[config.mk]
export PLATFORM = sky130hd
export DESIGN_NAME = mul_arbiter
export DESIGN_NICKNAME = d
export VERILOG_FILES = /design/src/rtl/mul_arb_pkg.sv /design/src/rtl/mul_arb_tag_fifo.sv /design/src/rtl/mul_arbiter.sv
export SDC_FILE = /design/constraint.sdc
export NUM_CORES = 1
export LEC_CHECK = 0
export ABC_AREA = 1
export BUFFER_PORTS_ARGS = -buffer_cell sky130_fd_sc_hd__buf_2
export CAP_MARGIN = 20
export CELL_PAD_IN_SITES_DETAIL_PLACEMENT = 1
export CELL_PAD_IN_SITES_GLOBAL_PLACEMENT = 2
export CORE_MARGIN = 1
export CORE_UTILIZATION = 10
export CTS_BUF_LIST = sky130_fd_sc_hd__clkbuf_4 sky130_fd_sc_hd__clkbuf_8
export DETAILED_ROUTE_END_ITERATION = 16
export PLACE_DENSITY_LB_ADDON = 0.08
export SYNTH_ARGS = -nofsm -noshare
export SYNTH_HDL_FRONTEND = slang
export SYNTH_SLANG_ARGS = --single-unit
[constraint.sdc]
create_clock -name mul_clk -period 1.35 [get_ports mul_clk]
set_input_delay 0.135 -clock mul_clk [delete_from_list [all_inputs] [get_ports mul_clk]]
set_output_delay 0.135 -clock mul_clk [all_outputs]
set_load 0.05 [all_outputs]
[src/rtl/mul_arb_pkg.sv]
// Shared types and constants for the multiplier arbiter.
// Operand/product widths, multiplier op codes and a width helper.
package mul_arb_pkg;

    localparam int unsigned MUL_OP_W = 3;
    localparam int unsigned XLEN     = 32;
    localparam int unsigned PROD_W   = 64;

    typedef enum logic [MUL_OP_W-1:0] {
        MUL_OP_MULU = 3'b000,
        MUL_OP_MUL  = 3'b001,
        MUL_OP_MULH = 3'b010
    } mul_op_e;

    // Bits needed to index n entries; never less than one.
    function automatic int unsigned clog2(input int unsigned n);
        int unsigned w;
        w = 1;
        while ((32'd1 << w) < n) begin
            w++;
        end
        return w;
    endfunction

endpackage

[src/rtl/mul_arb_tag_fifo.sv]
// Tag FIFO: records the requester index of each op in flight in the multiplier.
// Synchronous push/pop; push and pop in the same cycle leave the count unchanged.
module mul_arb_tag_fifo
    import mul_arb_pkg::*;
#(
    parameter int unsigned DEPTH = 2,
    parameter int unsigned WIDTH = 1
) (
    input  logic             mul_clk,
    input  logic             reset,
    input  logic             push,
    input  logic [WIDTH-1:0] push_data,
    input  logic             pop,
    output logic [WIDTH-1:0] head,
    output logic             full,
    output logic             empty
);
    localparam int unsigned PtrW = clog2(DEPTH);
    localparam int unsigned CntW = PtrW + 1;

    logic [WIDTH-1:0] mem_q [DEPTH];
    logic [PtrW-1:0]  wr_ptr_q;
    logic [PtrW-1:0]  rd_ptr_q;
    logic [CntW-1:0]  count_q;
    logic [CntW-1:0]  count_d;

    always_comb begin
        count_d = count_q;
        case ({push, pop})
            2'b10:   count_d = count_q + CntW'(1);
            2'b01:   count_d = count_q - CntW'(1);
            default: count_d = count_q;
        endcase
    end

    // DEPTH is a power of two, so the pointers wrap on their own.
    always_ff @(posedge mul_clk) begin
        if (reset) begin
            wr_ptr_q <= '0;
            rd_ptr_q <= '0;
            count_q  <= '0;
        end else begin
            if (push) begin
                wr_ptr_q <= wr_ptr_q + PtrW'(1);
            end
            if (pop) begin
                rd_ptr_q <= rd_ptr_q + PtrW'(1);
            end
            count_q <= count_d;
        end
    end

    always_ff @(posedge mul_clk) begin
        if (push) begin
            mem_q[wr_ptr_q] <= push_data;
        end
    end

    assign head  = mem_q[rd_ptr_q];
    assign full  = (count_q == CntW'(DEPTH));
    assign empty = (count_q == '0);

endmodule

[src/rtl/mul_arbiter.sv]
// Shares one pipelined multiplier among NREQ requesters and routes products back in issue order.
// Define MUL_ARB_RR_EN for round-robin arbitration; otherwise the lowest index wins.
module mul_arbiter
    import mul_arb_pkg::*;
#(
    parameter int unsigned NREQ      = 2,
    parameter int unsigned TAG_DEPTH = 2
) (
    input  logic                     mul_clk,
    input  logic                     reset,
    input  logic [NREQ-1:0]          req_valid,
    output logic [NREQ-1:0]          req_ready,
    input  logic [MUL_OP_W*NREQ-1:0] req_op,
    input  logic [XLEN*NREQ-1:0]     req_x,
    input  logic [XLEN*NREQ-1:0]     req_y,
    output logic [NREQ-1:0]          resp_valid,
    input  logic [NREQ-1:0]          resp_ready,
    output logic [PROD_W-1:0]        resp_result,
    output logic                     m_req_valid,
    input  logic                     m_req_ready,
    output logic [MUL_OP_W-1:0]      m_op,
    output logic [XLEN-1:0]          m_x,
    output logic [XLEN-1:0]          m_y,
    input  logic                     m_resp_valid,
    output logic                     m_resp_ready,
    input  logic [PROD_W-1:0]        m_result
);
    localparam int unsigned TagW = clog2(NREQ);

    logic [TagW-1:0] arb_idx;
    logic [TagW-1:0] grant;
    logic [TagW-1:0] locked_idx_q;
    logic            lock_q;
    logic            accept;
    logic            pop;
    logic            fifo_full;
    logic            fifo_empty;
    logic [TagW-1:0] head;

`ifdef MUL_ARB_RR_EN
    logic [TagW-1:0] rr_ptr_q;
    logic [TagW-1:0] cand;

    // Walk backwards so the candidate closest to rr_ptr_q is assigned last and wins.
    always_comb begin
        arb_idx = '0;
        cand    = '0;
        for (int k = NREQ - 1; k >= 0; k--) begin
            cand = TagW'((int'(rr_ptr_q) + k) % NREQ);
            if (req_valid[cand]) begin
                arb_idx = cand;
            end
        end
    end

    always_ff @(posedge mul_clk) begin
        if (reset) begin
            rr_ptr_q <= '0;
        end else if (accept) begin
            rr_ptr_q <= (grant == TagW'(NREQ - 1)) ? '0 : grant + TagW'(1);
        end
    end
`else
    always_comb begin
        arb_idx = '0;
        for (int k = NREQ - 1; k >= 0; k--) begin
            if (req_valid[k]) begin
                arb_idx = TagW'(k);
            end
        end
    end
`endif

    // A stalled handshake pins the grant until the multiplier takes it.
    assign grant = lock_q ? locked_idx_q : arb_idx;

    always_ff @(posedge mul_clk) begin
        if (reset) begin
            lock_q       <= 1'b0;
            locked_idx_q <= '0;
        end else if (accept) begin
            lock_q <= 1'b0;
        end else if (m_req_valid) begin
            lock_q       <= 1'b1;
            locked_idx_q <= grant;
        end
    end

    assign m_req_valid = !reset && (|req_valid) && !fifo_full;
    assign accept      = m_req_valid && m_req_ready;
    assign m_op        = req_op[MUL_OP_W*grant +: MUL_OP_W];
    assign m_x         = req_x[XLEN*grant +: XLEN];
    assign m_y         = req_y[XLEN*grant +: XLEN];

    always_comb begin
        req_ready  = '0;
        resp_valid = '0;
        for (int i = 0; i < NREQ; i++) begin
            req_ready[i]  = accept && (grant == TagW'(i));
            resp_valid[i] = !reset && m_resp_valid && !fifo_empty && (head == TagW'(i));
        end
    end

    assign m_resp_ready = !reset && !fifo_empty && resp_ready[head];
    assign resp_result  = m_result;
    assign pop          = m_resp_valid && m_resp_ready;

    mul_arb_tag_fifo #(
        .DEPTH (TAG_DEPTH),
        .WIDTH (TagW)
    ) u_tag_fifo (
        .mul_clk   (mul_clk),
        .reset     (reset),
        .push      (accept),
        .push_data (grant),
        .pop       (pop),
        .head      (head),
        .full      (fifo_full),
        .empty     (fifo_empty)
    );

`ifndef SYNTHESIS
    resp_without_tag_a: assert property (@(posedge mul_clk) disable iff (reset)
        !(m_resp_valid && fifo_empty))
        else $error("mul_arbiter: multiplier response with no op in flight");
`endif

endmodule
# Yosys cells after proc, flatten, opt, wreduce, memory -nomap -nowiden
# Memory sizes are Yosys's and may differ from the RTL's. A register that Yosys moved wholly into a read port is not among the register bits.
# Index checks and enable logic that the tools add are counted.
dict set report word_totals {
  latch_bits 0
  reg_bits 6
  romBits 0
  word_cells 51
  n_memories 1
  in_bits 206
  out_inout_bits 137
  mem_bits_rw 2
}
dict set report op_classes {
  magnitude_cmp 1
  n_mul 1
  bitwise 3
  eq_ne 3
  addsub 4
  shift 3
  div_mod_pow 0
  n_reduce_logical 20
  muxes 10
}
# memory words width read_ports rd_ports_with_merged_regs wr line
set mem_list {}
lappend mem_list {u_tag_fifo.mem_q 2 1 1 1 1 mul_arb_tag_fifo.sv:21} ;# logic [WIDTH-1:0] mem_q [DEPTH];
# operator n
set op_table {}
lappend op_table {{$shiftx A64 B7 Y32} 2}
lappend op_table {{$logic_and A1 B1 Y1} 12}
lappend op_table {{$mux W1} 9}
lappend op_table {{$shiftx A6 B4 Y3} 1}
lappend op_table {{$eq A2 B2 Y1 const B} 2}
lappend op_table {{$pmux W2 S2} 1}
lappend op_table {{$reduce_or A2 Y1} 2}
lappend op_table {{$logic_not A1 Y1} 3}
lappend op_table {{$mul A2 B1 Y3 const A} 1}
lappend op_table {{$not A1 Y1} 3}
lappend op_table {{$add A1 B1 Y1 const B} 2}
lappend op_table {{$add A2 B1 Y2 const B} 1}
lappend op_table {{$eq A2 B1 Y1 const B} 1}
lappend op_table {{$logic_not A2 Y1} 1}
lappend op_table {{$lt A1 B2 Y1 const B} 1}
lappend op_table {{$reduce_and A2 Y1} 1}
lappend op_table {{$reduce_bool A2 Y1} 1}
lappend op_table {{$sub A2 B1 Y2 const B} 1}

# Depth between registers and ports, before layout
# Gate-level depths: netlist of the first run.
dict set report depth {
  depth_word 7
  mapped_depth 12
  ltp_nobuf 12
}

# Cells and area by module
# From an unflattened synthesis of the first run, not the netlist that was laid out.
dict set report hier_totals {
  hier_cells 352
  hier_area_um2 1800.5
}
# module area_each_um2 cells_per_inst seq_area_each_um2 instances
set modules_own_cells {}
lappend modules_own_cells {mul_arbiter 1503.9 316 40.0 1}
lappend modules_own_cells {mul_arb_tag_fifo 296.5 36 160.2 1}

# Worst setup path after synthesis of the first run
# OpenSTA, ideal clock, no wires.
dict set report synth_timing {
  path_kind {flip-flop to output port}
  startpoint {memory u_tag_fifo.mem_q[0]}
  endpoint {output port m_resp_ready}
  arrival_ps 1676
  t_required_ps 1215
  path_stages_with_launch 6
  slack_ps -461
  n_path_buf 0
  cell_sequence {edfxtp_1 nand2_1 nand2_1 nand2_1 nand2_1 nor3_1}
}
# item line
set synth_lines {}
lappend synth_lines {{start, declared} mul_arb_tag_fifo.sv:21}
lappend synth_lines {{end, declared} mul_arbiter.sv:25} ;# output logic m_resp_ready,

# Worst setup path in the final report of the first run
dict set report layout_timing {
  startpoint {register lock_q}
  endpoint {output port m_y[16]}
}
dict set report layout_via {
  elab_chain_len 2
}
# item line
set layout_lines {}
lappend layout_lines {{start, declared} mul_arbiter.sv:33} ;# logic lock_q;
lappend layout_lines {{start signal, assigned} mul_arbiter.sv:79} ;# lock_q <= 1'b0;
lappend layout_lines {{start signal, assigned} mul_arbiter.sv:82} ;# lock_q <= 1'b0;
lappend layout_lines {{start signal, assigned} mul_arbiter.sv:84} ;# lock_q <= 1'b1;
lappend layout_lines {{$mux W1} mul_arbiter.sv:75} ;# assign grant = lock_q ? locked_idx_q : arb_idx;
lappend layout_lines {{$shiftx A64 B7 Y32} mul_arbiter.sv:93} ;# assign m_y = req_y[XLEN*grant +: XLEN];
lappend layout_lines {{end, declared} mul_arbiter.sv:23} ;# output logic [XLEN-1:0] m_y,
# Every way passes these cells.

==> results by group, run 1 <==
Run status
  – Outcome: finished, violations left
  – Failing checks: negative setup slack

Cells and area
  – Finished Layout Cells: between 700 and 800
  – Layout cells sized above 1: 0.709
  – Area grow syn2layout: 137%
  – Post-layout net count: 741
  – Commonest non-fill, non-tap cell in the layout: buf_2
  – ANT cells: 0
  – Final core utilization: 0.245
  – Highest-count cells in the layout ignoring fill and taps: 141 x buf_2, 123 x nand2_1, 73 x nand2_2, 51 x buf_6, 31 x buf_8

Clocking
  – Clock slew at reported path FFs: 0.05 ns
  – Post-CTS Hold Fix Bufs: 0
  – CTS tree: done
  – Num Clock Sinks: 9
  – Clock H-tree levels: 1
  – Maximum count of clock buffers along a single path: 2
  – Clock buffers created by TritonCTS: 3
  – CTS root buf: clkbuf_8
  – Clock latency on the worst-skew pair: 0.23 ns

STA
  – Final Skew: 0.00520 ns
  – Final hold vios: 0
  – Tcrit/Tclk final: 1.18
  – Setup violators final: 72
  – Final WS setup: -0.240 ns
  – Unrepaired setup endpoints after global routing: yes
  – Slew Limit Fails: 0
  – Worst slew pin tran: 0.189 ns
  – Max frequency: 629 MHz
  – Max-slew headroom: 0.874
  – Post-layout min period: 1.59 ns
  – Hold slack: between 0.2 and 0.25 ns
  – Total negative slack: -14.34 ns

Global routing
  – Largest net degree at the start of global routing: 18
  – Met1 Use GR: 0.0939
  – Vias in the first global route: 2,827
  – GR Overflow Total: 0
  – Initial antenna violation count: 0
  – Total Routing Usage GR: 0.0969
  – M2 GR Usage: 0.191
  – Most Crowded Layer GR: met2
  – First-pass GRT wire length: 14.1 mm
  – Routing usage on met3: 0.0373

Synth
  – Synth top area share: 0.455
  – Synth Warn #: 0
  – Simple-gate portion of the synthesized area: 0.511
  – Synth Area in XOR/XNOR: 0
  – Distinct cell type count after synthesis: 19
  – Synthesized instance count: 354
  – Compound-cell area share of the yosys netlist: 0.0215
  – Synth area leader: nand2_1
  – Synth Area in Adders: 0.00693
  – Post-synthesis sequential area ratio: 0.111
  – Combinational family with the most area after synthesis: simple AND/OR/NAND/NOR gates
  – Ranking of synthesized cells by area: nand2_1 45%, buf_4 28%, dfxtp_1 7.8%
  – Syn avg cell area: 5.10 µm²
  – Post-synthesis mux area share: 0
  – #FFs+latches synth: 9
  – Synth Cell Area: 0.00181 mm²
  – Mapped Nets: 561

Power
  – Lkg Pwr: 2.31 nW
  – Share of total power in sequential cells: 0.079
  – Net switching power: 2.01 mW
  – Cell Pwr Density: 904 mW/mm²
  – Clk pwr share: 0.088
  – Int Power: 1.86 mW
  – Gate power share: 0.833
  – Switching Share: 0.519
  – VDD IR max: about 0.33 mV

Setup path
  – Largest fanout on the critical path: 8
  – Crit Path Class: flip-flop to output port
  – Startpoint types: flip-flop
  – Most frequent CP cell: nand2_1
  – CP Buf/Inv Count: 4
  – Critical Path Max Stage Delay: around 0.32 ns
  – Critical Path Sink Type: output port
  – Worst path slowest cell: dfxtp_2
  – Cell Chain, Critical Path: inv_2, o21ai_4, nand2_4, buf_12, clkbuf_16, nand2_1, nand2_1, buf_6
  – Crit path DAT: 1.46 ns
  – Crit-path leading delay family: buffers and inverters
  – Worst EP required: approximately 1.2 ns

Job
  – Max-cap viol count: 0

Route
  – Number of nets still failing antenna checks after routing: 0
  – Vias after detailed routing: 2,748
  – WL/cell: between 10 and 15 µm
  – DRC Markers: 0
  – Drt pass-1 iters: 3
  – Vias per cell: 3.63
  – Total Wirelength: 10.5 mm
  – Drt initial violations: 16

Place
  – Pre-CTS WS: -0.140 ns
  – DP Wirelength: just over 7 mm
  – Port Buffers: 214
  – Routability congestion estimate: 0.649
  – Placed instance count: 735

Floorplanning
  – Core area: ~0.017 mm²
  – Die width: 136 µm
  – Initial core utilization: 0.103
  – IO Count: 343
  – Site Rows: between 40 and 50
  – Die Y-Extent: between 100 and 150 µm
  – Die ar.: 0.0186 mm²

Worst hold path
  – Hold Path Class: input port to flip-flop
-- per-stage QoR --
step                      area, µm²  power [mW]
after detailed placement       2850        2.46
final                          4280        3.86
after global placement         2850        2.46
after CTS                      3760        3.56
after global routing           4280        4.09
after floorplan                1850        2.28
-- path summary, 6_finish.rpt --
check / start / endpoint / slack [ns] / depth (start not counted)
max: lock_q / m_y[16] / -0.24 / 8
min: reset / u_tag_fifo.wr_ptr_q / 0.21 / 3
max reg2reg: u_tag_fifo.mem_q[0] / u_tag_fifo.count_q[1] / -0.07 / 10
min reg2reg: locked_idx_q / locked_idx_q / 0.54 / 4
-- cells in the mapped netlist, drive strengths merged --
cell type	number
nand3b	1
edfxtp	2
inv	17
buf	76
nor2	15
nand3	4
nand2	220
a21oi	4
dfxtp	7
o21ai	3
nand4	1
clkbuf	2
ha	1
nor3	1
-- logic make-up (layout without fill, tap and decap cells) --
kind of cell	after synthesis	after routing
AO/OA/AOI/OAI	7	7
adder cells (fa/ha/maj)	1	1
buffers and inverters	95	274
AND/OR/NAND/NOR	242	242
flip-flops	9	9
-- layer usage --
metal | vias to the layer above | part of all wire
met3 | 6 | 0.10
met5 | - | 0
met4 | 0 | 0.0069
li1 | 1349 | -
met2 | 170 | 0.54
met1 | 1223 | 0.35
-- repair_timing --
action,4_1_cts,5_1_grt
cloned,6,5
endpoints found under the setup margin,75,76
pin swaps,6,35
resized for setup,196,140
setup buffers,11,1
-- worst min-delay path: cells and delay by family --
kind	cells	cell delay, ns
and+or+nand+nor	1	0.04
buffers and inverters	2	0.22
-- layout make-up --
cell class,count,area [µm²]
flip-flops and latches,9,205
clock buffers,4,48.8
repair buffers,253,2250
well taps,225,282
multi-input cells,250,1410
fillers,2167,13200
inverters,17,77.6
-- power by group through the flow --
stage,combinational [mW],sequential (mW),clock [mW]
2_1_floorplan,1.98,0.305,0
3_3_place_gp,2.15,0.306,0
3_5_place_dp,2.16,0.306,0
4_1_cts,2.90,0.305,0.359
5_1_grt,3.42,0.308,0.365
6_report,3.22,0.307,0.341
(Power assumes the default switching activity.)
==> inputs of run 2 (changes only) <==
--- a/config.mk
+++ b/config.mk
@@ -6,6 +6,7 @@
 export NUM_CORES = 1
 export LEC_CHECK = 0
 export ABC_AREA = 1
+export ABC_CLOCK_PERIOD_IN_PS = 1350
 export BUFFER_PORTS_ARGS = -buffer_cell sky130_fd_sc_hd__buf_2
 export CAP_MARGIN = 20
 export CELL_PAD_IN_SITES_DETAIL_PLACEMENT = 1
@@ -17,4 +18,5 @@
 export PLACE_DENSITY_LB_ADDON = 0.08
 export SYNTH_ARGS = -nofsm -noshare
 export SYNTH_HDL_FRONTEND = slang
+export SYNTH_HIERARCHICAL = 1
 export SYNTH_SLANG_ARGS = --single-unit
==> run 2 against run 1 <==
  * The run still ends with negative setup slack left
  * Hold slack improved by 0.043 ns
  * Critical path depth up 2
  * Clock skew down 0.0020 ns
  * Final area increased by 21%
  * Setup slack worse by 0.10 ns
  * First-iteration DRC count grew 81%
  * Sequential power barely moved
  * Critical path type unchanged
  * Critical endpoint is now m_y[2]
  * Largest cell class unchanged
  * Largest power group unchanged
==> results by group, run 2 <==
Synth
  – Combinational family with the most area after synthesis: simple AND/OR/NAND/NOR gates
  – Syn avg cell area: 5.11 µm²
  – Synth top area share: 0.446
  – Compound-cell area share of the yosys netlist: 0.00834
  – Synth top cells by count: 214 x nand2_1, 64 x buf_4, 22 x nor2_1
  – Synth Warn #: 6
  – Mapped Nets: 559
  – Simple-gate portion of the synthesized area: 0.511
  – Async SR Flop Fraction: 0
  – #FFs+latches synth: 9
  – Top FF cell, synth: dfxtp_1
  – Synth Cell Area: about 0.0018 mm²
  – Synth Area in Adders: 0.00695
  – Distinct cell type count after synthesis: 20
  – Synth Area in XOR/XNOR: 0.00486
  – Synth area leader: nand2_1
  – Ranking of synthesized cells by area: nand2_1 45%, buf_4 27%, dfxtp_1 7.8%
  – Post-synthesis sequential area ratio: 0.111
  – Synthesized instance count: roughly 350
  – Post-synthesis mux area share: 0.00625
  – EDFF count, synth: 2
  – Most common cell in the netlist: nand2_1

Global routing
  – First-pass GRT wire length: 15.7 mm
  – Initial antenna violation count: 1
  – Largest net degree at the start of global routing: 19
  – GR Overflow Total: 0
  – Total Routing Usage GR: 0.110
  – Vias in the first global route: 3,074

Setup path
  – Flop2flop setup slack: -0.33 ns
  – Crit path depth: 10
  – Worst flop-to-flop path startpoint: u_tag_fifo/mem_q[0]
  – R2r endpoint: u_tag_fifo/count_q[1]
  – Worst Setup EP: m_y[2]
  – Critical Path Sink Type: output port
  – Worst setup path start: lock_q
  – Crit Path Class: flip-flop to output port
  – Crit-path leading delay family: buffers and inverters
  – Critical Path Max Stage Delay: roughly 0.32 ns
  – Largest fanout on the critical path: 7
  – Cell Chain, Critical Path: inv_2, nand3_2, nand2_4, buf_12, inv_16, buf_12, buf_12, nand2_4, nand2_4, buf_8
  – Worst EP required: 1.22 ns
  – Crit path DAT: 1.56 ns
  – R2R cell count: 9
  – Startpoint types: flip-flop
  – CP Buf/Inv Count: 6
  – Worst path slowest cell: dfxtp_2

Clocking
  – Clock H-tree levels: 1
  – CTS root buf: clkbuf_8
  – Maximum count of clock buffers along a single path: 2
  – Clock slew at reported path FFs: 0.05 ns
  – CTS tree: done
  – Num Clock Sinks: 9
  – Clock buffers created by TritonCTS: 3
  – Clock latency on the worst-skew pair: 0.23 ns

Route
  – WL/cell: 14.8 µm
  – Number of nets still failing antenna checks after routing: 0
  – DRC Markers: 0
  – Vias per cell: roughly 3.7
  – Drt initial violations: 29
  – Drt pass-1 iters: 3
  – Vias after detailed routing: 2,842
  – Total Wirelength: ~11 mm

Cells and area
  – ANT cells: 0
  – Final core utilization: 0.296
  – Area grow syn2layout: 187%
  – Cell area after layout: 0.00516 mm²
  – Fill cells: slightly above 2k
  – Commonest non-fill, non-tap cell in the layout: buf_2
  – Highest-count cells in the layout ignoring fill and taps: 141 x buf_2, 100 x nand2_4, 63 x buf_8, 61 x nand2_2, 53 x nand2_1
  – Layout cells sized above 1: 0.843
  – Post-layout net count: 749

STA
  – Hold slack: 0.250 ns
  – Worst slew pin tran: 0.207 ns
  – Total negative slack: -17.60 ns
  – Post-layout min period: approximately 1.7 ns
  – Unrepaired setup endpoints after global routing: yes
  – Setup violators final: 79
  – Final WS setup: -0.345 ns
  – Final Skew: 0.00323 ns
  – Final hold vios: 0
  – Max-slew headroom: 0.861
  – Tcrit/Tclk final: 1.26
  – Max frequency: 590 MHz
  – Slew Limit Fails: 0

Power
  – Total power: 3.65 mW
  – VDD IR max: 0.249 mV
  – Lkg Pwr: 2.69 nW
  – Cell Pwr Density: approximately 710 mW/mm²

Floorplanning
  – Die width: 136 µm
  – Initial core utilization: 0.103
  – Core area: 0.0174 mm²
  – Site Rows: 48
  – IO Count: 343
  – Die Y-Extent: 136 µm
  – Die ar.: around 0.019 mm²

Run status
  – Failing checks: negative setup slack
  – Outcome: finished, violations left

Worst hold path
  – Hold Path Class: input port to flip-flop
  – Hold path start: reset
  – Hold Path Depth: 3

Job
  – Max-cap viol count: 0

Place
  – Routability congestion estimate: 0.696
  – Post-Place Cell Area: 0.00294 mm²
  – DP Wirelength: 8.33 mm
  – Port Buffers: about 210
-- run 2: cell types whose count changed in the layout (fill, tap and decap cells not counted), sizes merged, moves of 2 or more --
cell    before  now
buf        248  259
inv         16   18
a21oi        4    1
nor2        15   22
nand2      220  215
clkbuf       9    7
nand3        4    2
-- run 2: worst min path at each step --
| stage | end |
|---|---|
| after floorplan | flip-flop |
| after global placement | resp_result[19] |
| after detailed placement | resp_result[19] |
| after CTS | u_tag_fifo/rd_ptr_q |
| after global routing | resp_result[20] |
| final | flip-flop |
-- run 2: final cells by class --
type,count,area [µm²],area share
clock buffer,4,48.8,0.00946
inverter,17,80.1,0.0155
multi-input combinational,248,1970,0.382
sequential,9,204,0.0395
tap,225,282,0.0546
timing repair buffer,262,2550,0.495
timing repair inverter,1,20.0,0.00388
-- run 2: cell families (layout without fill, tap and decap cells) --
family          Yosys count  in the layout
simple gates            242            242
mux                       1              1
buf+inv                  95            284
xor+xnor                  1              1
fa+ha+maj                 1              1
flops                     9              9
compound gates            3              3
-- run 2: what timing repair did --
| action | in CTS | in global routing |
|---|---|---|
| gates cloned | 8 | 4 |
| pin swaps | 55 | 51 |
| gates resized for setup | 363 | 161 |
| setup buffers | 16 | 8 |
| endpoints found under the setup margin | 79 | 80 |
| hold buffers | 0 | 0 |
-- run 2: per-stage QoR --
stage,worst slack [ns],std cells
2_1_floorplan,-0.246,352
3_3_place_gp,-0.404,734
3_5_place_dp,-0.422,734
4_1_cts,-0.330,761
5_1_grt,-0.453,766
6_report,-0.345,766
-- run 2: worst min-delay path: cells and delay by family --
family | cells | cell delay (ns)
AND/OR/NAND/NOR | 1 | 0.04
buffers and inverters | 2 | 0.27
-- run 2: report_power, final --
part	leakage (nW)	internal [mW]	total, mW	switching, mW
clock network	0.0262	0.227	0.341	0.115
registers	0.0770	0.293	0.304	0.0110
logic	2.59	1.33	3.01	1.68
-- run 2: routing by layer --
| metal | vias up | track usage | part of all wire |
|---|---|---|---|
| met5 | - | 0 | 0.0011 |
| met3 | 24 | 0.0470 | 0.11 |
| li1 | 1366 | - | - |
| met4 | 2 | 0.0259 | 0.013 |
| met1 | 1287 | 0.108 | 0.33 |
| met2 | 163 | 0.211 | 0.54 |
